**config.mk**
```make
export PLATFORM = sky130hd
export DESIGN_NAME = counter_2421_sequencer
export DESIGN_NICKNAME = d
export VERILOG_FILES = /design/src/rtl/counter_2421_sequencer_pkg.sv /design/src/rtl/counter_2421_sequencer.sv
export SDC_FILE = /design/constraint.sdc
export NUM_CORES = 1
export LEC_CHECK = 0
export ABC_AREA = 1
export BUFFER_PORTS_ARGS = -buffer_cell sky130_fd_sc_hd__buf_2
export CAP_MARGIN = 15
export CORE_ASPECT_RATIO = 1.2
export CORE_MARGIN = 2
export CORE_UTILIZATION = 40
export DETAILED_ROUTE_END_ITERATION = 16
export PLACE_DENSITY = 0.65
export SYNTH_ARGS = -nofsm -noshare
export SYNTH_HDL_FRONTEND = slang
export SYNTH_SLANG_ARGS = --single-unit
```
**constraint.sdc**
```tcl
create_clock -name clk -period 1.3 [get_ports clk]
set_input_delay 0.13 -clock clk [delete_from_list [all_inputs] [get_ports clk]]
set_output_delay 0.13 -clock clk [all_outputs]
set_load 0.1 [all_outputs]
```
**src/rtl/counter_2421_sequencer_pkg.sv**
```systemverilog
// Shared definitions for the 2421 decade counter run controller:
// state encoding, 2421 digit codes and the legal-digit check.
package counter_2421_sequencer_pkg;

  typedef enum logic [2:0] {
    IDLE  = 3'd0,
    CLEAR = 3'd1,
    RUN   = 3'd2,
    HOLD  = 3'd3,
    DONE  = 3'd4
  } state_t;

  localparam logic [3:0] D2421_0 = 4'b0000;
  localparam logic [3:0] D2421_1 = 4'b0001;
  localparam logic [3:0] D2421_2 = 4'b0010;
  localparam logic [3:0] D2421_3 = 4'b0011;
  localparam logic [3:0] D2421_4 = 4'b0100;
  localparam logic [3:0] D2421_5 = 4'b1011;
  localparam logic [3:0] D2421_6 = 4'b1100;
  localparam logic [3:0] D2421_7 = 4'b1101;
  localparam logic [3:0] D2421_8 = 4'b1110;
  localparam logic [3:0] D2421_9 = 4'b1111;

  // Codes 0101..1010 never occur in the 2421 counting sequence.
  function automatic logic is_legal_2421(input logic [3:0] d);
    return (d <= D2421_4) || (d >= D2421_5);
  endfunction

endpackage

```
**src/rtl/counter_2421_sequencer.sv**
```systemverilog
// Run controller for an external 2421 decade counter: gates count enables,
// tracks decade carries and flags done when the two-digit target is reached.
module counter_2421_sequencer
  import counter_2421_sequencer_pkg::*;
#(
  parameter int unsigned CLR_CYC  = 1,
  parameter int unsigned TENS_MAX = 9
) (
  input  logic       clk,
  input  logic       reset,
  input  logic       start,
  input  logic       pause,
  input  logic       abort,
  input  logic       ev_in,
  input  logic [3:0] tgt_units,
  input  logic [3:0] tgt_tens,
  input  logic [3:0] cnt_res,
  input  logic       cnt_z,
  output logic       cnt_x,
  output logic       cnt_reset,
  output logic [3:0] tens_cnt,
  output logic       busy,
  output logic       done,
  output logic       err
);

  localparam int unsigned CLR_W = (CLR_CYC > 1) ? $clog2(CLR_CYC) : 1;
  localparam logic [CLR_W-1:0] CLR_LAST = CLR_W'(CLR_CYC - 1);

  state_t           state, state_nxt;
  logic [CLR_W-1:0] clr_cnt, clr_nxt;
  logic [3:0]       tens_nxt;
  logic [3:0]       tgt_tens_q, tgt_tens_nxt;
  logic [3:0]       tgt_units_q, tgt_units_nxt;
  logic             err_nxt, done_nxt, busy_nxt, cnt_reset_nxt;
  logic             match, tgt_legal;

  // State and registered outputs
  always_ff @(posedge clk or posedge reset) begin
    if (reset) begin
      state       <= IDLE;
      clr_cnt     <= '0;
      tens_cnt    <= 4'd0;
      tgt_tens_q  <= 4'd0;
      tgt_units_q <= 4'd0;
      err         <= 1'b0;
      done        <= 1'b0;
      busy        <= 1'b0;
      cnt_reset   <= 1'b1;
    end else begin
      state       <= state_nxt;
      clr_cnt     <= clr_nxt;
      tens_cnt    <= tens_nxt;
      tgt_tens_q  <= tgt_tens_nxt;
      tgt_units_q <= tgt_units_nxt;
      err         <= err_nxt;
      done        <= done_nxt;
      busy        <= busy_nxt;
      cnt_reset   <= cnt_reset_nxt;
    end
  end

  // Next state; cnt_x stays combinational so the match cycle can suppress
  // the enable and the counter stops exactly on the target.
  always_comb begin
    state_nxt     = state;
    clr_nxt       = clr_cnt;
    tens_nxt      = tens_cnt;
    tgt_tens_nxt  = tgt_tens_q;
    tgt_units_nxt = tgt_units_q;
    err_nxt       = err;
    done_nxt      = 1'b0;

    tgt_legal = is_legal_2421(tgt_units) && (tgt_tens <= 4'(TENS_MAX));
    match     = (tens_cnt == tgt_tens_q) && (cnt_res == tgt_units_q);
    cnt_x     = (state == RUN) && ev_in && !pause && !match;

    if (abort) begin
      state_nxt = IDLE;
    end else begin
      case (state)
        IDLE, DONE: begin
          if (start) begin
            if (tgt_legal) begin
              state_nxt     = CLEAR;
              clr_nxt       = '0;
              tgt_tens_nxt  = tgt_tens;
              tgt_units_nxt = tgt_units;
              err_nxt       = 1'b0;
            end else begin
              err_nxt = 1'b1;
            end
          end
        end
        CLEAR: begin
          tens_nxt = 4'd0;
          if (clr_cnt == CLR_LAST) state_nxt = RUN;
          else                     clr_nxt   = clr_cnt + CLR_W'(1);
        end
        RUN: begin
          if (cnt_x && cnt_z) tens_nxt = tens_cnt + 4'd1;
          if (match) begin
            state_nxt = DONE;
            done_nxt  = 1'b1;
          end else if (pause) begin
            state_nxt = HOLD;
          end
        end
        HOLD: begin
          if (!pause) state_nxt = RUN;
        end
        default: state_nxt = IDLE;
      endcase
    end

    busy_nxt      = (state_nxt == CLEAR) || (state_nxt == RUN) || (state_nxt == HOLD);
    cnt_reset_nxt = (state_nxt == IDLE) || (state_nxt == CLEAR);
  end

endmodule

```
# Word level (Yosys, flattened, before mapping)
# Cells that the tools add are included.
[classes]
n_lt_le_gt_ge = 3
n_mux = 18
n_bitwise = 1
eq_ne = 12
addsub = 2
reduce_logical = 21
[op_table]
columns = ["cell", "count"]
rows = [
  ["3-bit 2-to-1 mux", 7],
  ["3-bit by 2-bit equality test with 1-bit output (second input constant)", 4],
  ["3-bit one-hot mux with 4 select lines", 1],
  ["4-bit equality test", 2],
  ["4-bit one-hot mux with 2 select lines", 1],
  ["4-bit AND reduction", 2],
  ["1-bit 2-to-1 mux", 7],
  ["3-bit by 1-bit equality test with 1-bit output (second input constant)", 2],
  ["1-bit logical AND", 6],
  ["3-bit zero test", 2],
  ["3-bit AND reduction", 2],
  ["4-bit by 1-bit adder with 4-bit output (second input constant)", 1],
  ["4-bit >= comparator (second input constant)", 1],
  ["4-bit by 3-bit <= comparator with 1-bit output (second input constant)", 1],
  ["4-bit <= comparator (second input constant)", 1],
  ["1-bit logical OR", 4],
  ["4-bit 2-to-1 mux", 1],
  ["2-bit != test (second input constant)", 2],
  ["2-bit nonzero test", 2],
  ["3-bit equality test (second input constant)", 1],
  ["1-bit zero test", 2],
  ["2-bit by 1-bit != test with 1-bit output (second input constant)", 1],
  ["1-bit one-hot mux with 2 select lines", 1],
  ["2-bit OR reduction", 1],
  ["2 further kinds", 2],
]
[word_totals]
out_inout_bits = 9
elab_cells = 66
regBits = 20
inputBits = 19

# Depth between registers and ports, before layout
[logic_depth]
depth_word = 10
mapped_depth = 10
ltp_nobuf = 10

# Worst setup path after synthesis
# OpenSTA, ideal clock, no wires.
[synth_path]
path_type = "register -> output"
start = "reg tens_cnt[0]"
end = "out cnt_x"
slack_ns = -1.593
path_stages_with_launch = 7
required_time_ns = 1.170
n_path_buf = 0
arrival_ns = 2.763
path_cell_list = "dfrtp_1 -> inv_1 -> nand2_1 -> nand2_1 -> nand2_1 -> nor2_2 -> a21boi_1"
[synth_between]
elab_chain_len = 4
[synth_lines]
columns = ["element", "line_no", "rtl"]
rows = [
  ["start: declaration", "counter_2421_sequencer.sv:21", "output logic [3:0] tens_cnt,"],
  ["start signal: assignment", "counter_2421_sequencer.sv:53", "tens_cnt <= tens_nxt;"],
  ["4-bit equality test", "counter_2421_sequencer.sv:75", "match = (tens_cnt == tgt_tens_q) && (cnt_res == tgt_units_q);"],
  ["1-bit logical AND", "counter_2421_sequencer.sv:75", ""],
  ["1-bit zero test", "counter_2421_sequencer.sv:76", "cnt_x = (state == RUN) && ev_in && !pause && !match;"],
  ["1-bit logical AND", "counter_2421_sequencer.sv:76", ""],
  ["end: declaration", "counter_2421_sequencer.sv:19", "output logic cnt_x,"],
]
# Every way passes these cells.

# Worst setup path after layout
[layout_path]
start = "reg tens_cnt[2]"
end = "out cnt_x"
# Same word-level chain as after synthesis.

==> run_results.csv <==
group,metric,value,unit
outcome,status,"finished, violations left",
outcome,violations,"setup timing",
placement,dp_hpwl,2080,um
route,drt_wl_total,2510,um
setup_path,worst-path-buf-inv,2,
die,dieArea,0.00329,mm2
route,vias,1069,
setup_path,cpPeakStageDelay,0.52,ns
finish,final.fill_count,276,
synth,ys_seq_area_share,41.9,%
timing,finalHoldViolCount,0,
timing,relSlewSlack,67.7,%
placement,io_buffers,27,
synth,synth_area_leaders,"dfrtp_1 40%, nand2_1 17%, inv_1 9.2%",
global_route,grt_usage,17.3,%
route,wire_per_inst,10.9,um
power_and_ir_drop,power.share.combinational,38.9,%
route,vias_per_cell,4.65,
timing,worst_pin_slew,0.488,ns
synth,netlist.area_leader.share,39.6,%
power_and_ir_drop,cellLeakagePower,0.864,nW
finish,nNetsFinal,217,
run,maxCapViolCount,0,
placement,gp_congestion,0.853,
setup_path,crit_type,"reg -> out",
cts,tritoncts,"yes",
power_and_ir_drop,irDropWorstVdd,0.762,mV
power_and_ir_drop,swShare,38.5,%
timing,setup_viol,9,
cts,clkSinkCount,19,
power_and_ir_drop,p_per_area,1080,mW/mm2
route,antenna_left,0,
route,drt_drc_violations_left,0,
synth,netlist_instances,152,
global_route,overflow,0,
timing,fmax,596,MHz
cts,cts_buffer_depth,2,
setup_path,cp_top_family,"flip-flops",
synth,synth_edf_count,0,
setup_path,critPathLaunchType,"flip-flop",
timing,setup_tns,-1.33,ns
power_and_ir_drop,power_frac_clock,17.5,%
setup_path,crit_arrival,1.55,ns
synth,ys_warn_count,0,
global_route,grt_pass1_vias,1063,
timing,min_period_over_period,129,%
finish,syn_to_final_growth,40.8,%
setup_path,cp_max_fo,2,
die,die_h,62.4,um
setup_path,required,1.17,ns
finish,finish.utilization,58.0,%
cts,clk_pin_slew,0.12,ns
synth,async_reset_ff_share,100,%
timing,skew,0.0101,ns
cts,cts_buffers,3,
setup_path,slowest_stage,"dfrtp_4",
cts,clk_latency,0.30,ns
synth,yosys_most_used_dff,"dfrtp_1",
synth,synth_nets,172,
synth,synth_cell_type_count,22,
timing,period_needed,1.68,ns
finish,antenna_cells,0,
power_and_ir_drop,p_int,1.07,mW
finish,final_layout_size_suffix_gt1_share,39.3,%
route,drtPass1Iterations,4,
timing,worst_slack,-0.378,ns
placement,place_ws,-0.0710,ns
power_and_ir_drop,switchingPower,669,uW
global_route,grt_max_degree,17,
power_and_ir_drop,design_power_total,1.74,mW
die,dieWidth,52.7,um
synth,synth.largest_area_cell,"dfrtp_1",
die,core,0.00276,mm2
global_route,grt_antenna_before_repair,0,
cts,h-tree-depth,1,
synth,synth_seq_cells,19,
route,drt-initial-drc-count,23,
cts,root_buffer,"clkbuf_4",
setup_path,r2r_slack,-0.16,ns
global_route,grt_pass1_wl,4310,um
setup_path,end_kind,"output port",
die,rows,21,
synth,syn_area,0.00114,mm2
setup_path,crit_path_cell_trace,"xnor2_2 > nand2_1 > nor2_2 > buf_6 > a21boi_4 > buf_12",
timing,slew_violations,0,
synth,avgSynthCellArea,7.48,um2
timing,rsz0062_at_grt,"true",
power_and_ir_drop,seq_power_share,43.6,%
die,start_util,41.2,%
min_path,hp-class,"in -> reg",
die,io_pins,28,
## area by class of cell
type	count	area, um2	share of cell area, %
Clock buffer	3	22.5	1.41
Clock inverter	1	5.00	0.312
Inverter	30	113	7.03
Multi-Input combinational cell	102	573	35.8
Sequential cell	19	493	30.8
Tap cell	34	42.5	2.66
Timing Repair Buffer	41	353	22.0
## registers in the layout, indices dropped and copies added, names as in the netlist
| signal | cells |
|---|---|
| busy | 1 |
| cnt_reset | 1 |
| tgt_tens_q | 4 |
| tens_cnt | 4 |
| state | 3 |
| tgt_units_q | 4 |
| done | 1 |
| err | 1 |
## repair_timing
action,4_1_cts,5_1_grt
setup buffers,1,0
gates resized for setup,0,7
hold buffers,1,0
pin swaps,3,4
hold endpoints to repair,9,0
endpoints found under the setup margin,8,15
## Yosys cell counts (2+ instances only)
cell type  instances
nor2_2             4
nor2_1            11
a21oi_1            2
nand3_1           10
inv_2              2
xnor2_1            4
nand2_2            2
dfrtp_1           18
o21ai_2            7
inv_1             28
nand2_1           50
nand3_2            4
## metal layers
metal	vias up	track usage, %	wire, um
met2	22	29.5	1340
li1	548	-	-
met5	-	0	0
met1	491	20.5	1040
met3	8	3.35	69
met4	0	7.37	68
## cell usage in the layout (no fill, tap or decap), drive strengths merged
master / instances
a21boi: 1
a21oi: 3
a31oi: 1
buf: 40
clkbuf: 3
clkinv: 1
dfrtp: 18
dfstp: 1
dlygate4sd3: 1
ha: 1
inv: 30
nand2: 52
nand3: 14
nand4: 1
nor2: 15
nor3: 1
o21a: 1
o21ai: 7
xnor2: 4
xor2: 1
## cells by family after synthesis
logic type,Yosys count,share of synthesized area [%]
simple gates,83,33.3
fa+ha+maj,1,1.10
compound gates,13,8.91
buf+inv,31,10.9
xor+xnor,5,3.85
flops,19,41.9
## worst paths after layout
| kind | startpoint | to | depth (start not counted) |
|---|---|---|---|
| hold reg to reg | tgt_units_q[2]$_DFFE_PP0P_ | tgt_units_q[2]$_DFFE_PP0P_ | 2 |
| setup reg to reg | tens_cnt[2]$_DFFE_PP0P_ | tens_cnt[0]$_DFFE_PP0P_ | 9 |
| max in group asynchronous | reset | tgt_units_q[3]$_DFFE_PP0P_ | 4 |
| min in group asynchronous | reset | tens_cnt[3]$_DFFE_PP0P_ | 3 |
| hold / removal | abort | done$_DFF_PP0_ | 2 |
| setup / recovery | tens_cnt[2]$_DFFE_PP0P_ | cnt_x | 6 |
## power groups by stage
stage | registers, mW | clock network (mW) | logic, mW
after global placement | 0.757 | 0 | 0.637
after detailed placement | 0.766 | 0 | 0.651
after floorplan | 0.899 | 0 | 0.305
after global routing | 0.767 | 0.333 | 0.741
after CTS | 0.753 | 0.314 | 0.663
final | 0.757 | 0.304 | 0.676
## worst reg2reg max path, cell delays in order, from the launching register on
cell and delay, ns:
dfrtp_4 0.52, xnor2_2 0.13, nand2_1 0.07, nor2_2 0.13
buf_4 0.14, nand2_1 0.05, nand3_2 0.11, nand2_2 0.08
nand2_1 0.07, nand2_1 0.05
## metrics by stage
step                instance area, um2  hold slack [ns]  std cells
global placement                  1530            0.144        224
global route                      1600           0.0707        230
finish                            1600           0.0677        230
detailed placement                1530            0.158        224
floorplan                         1170           0.0805        152
CTS                               1570           0.0626        230
No activity file was read; power rests on OpenSTA's default activity.
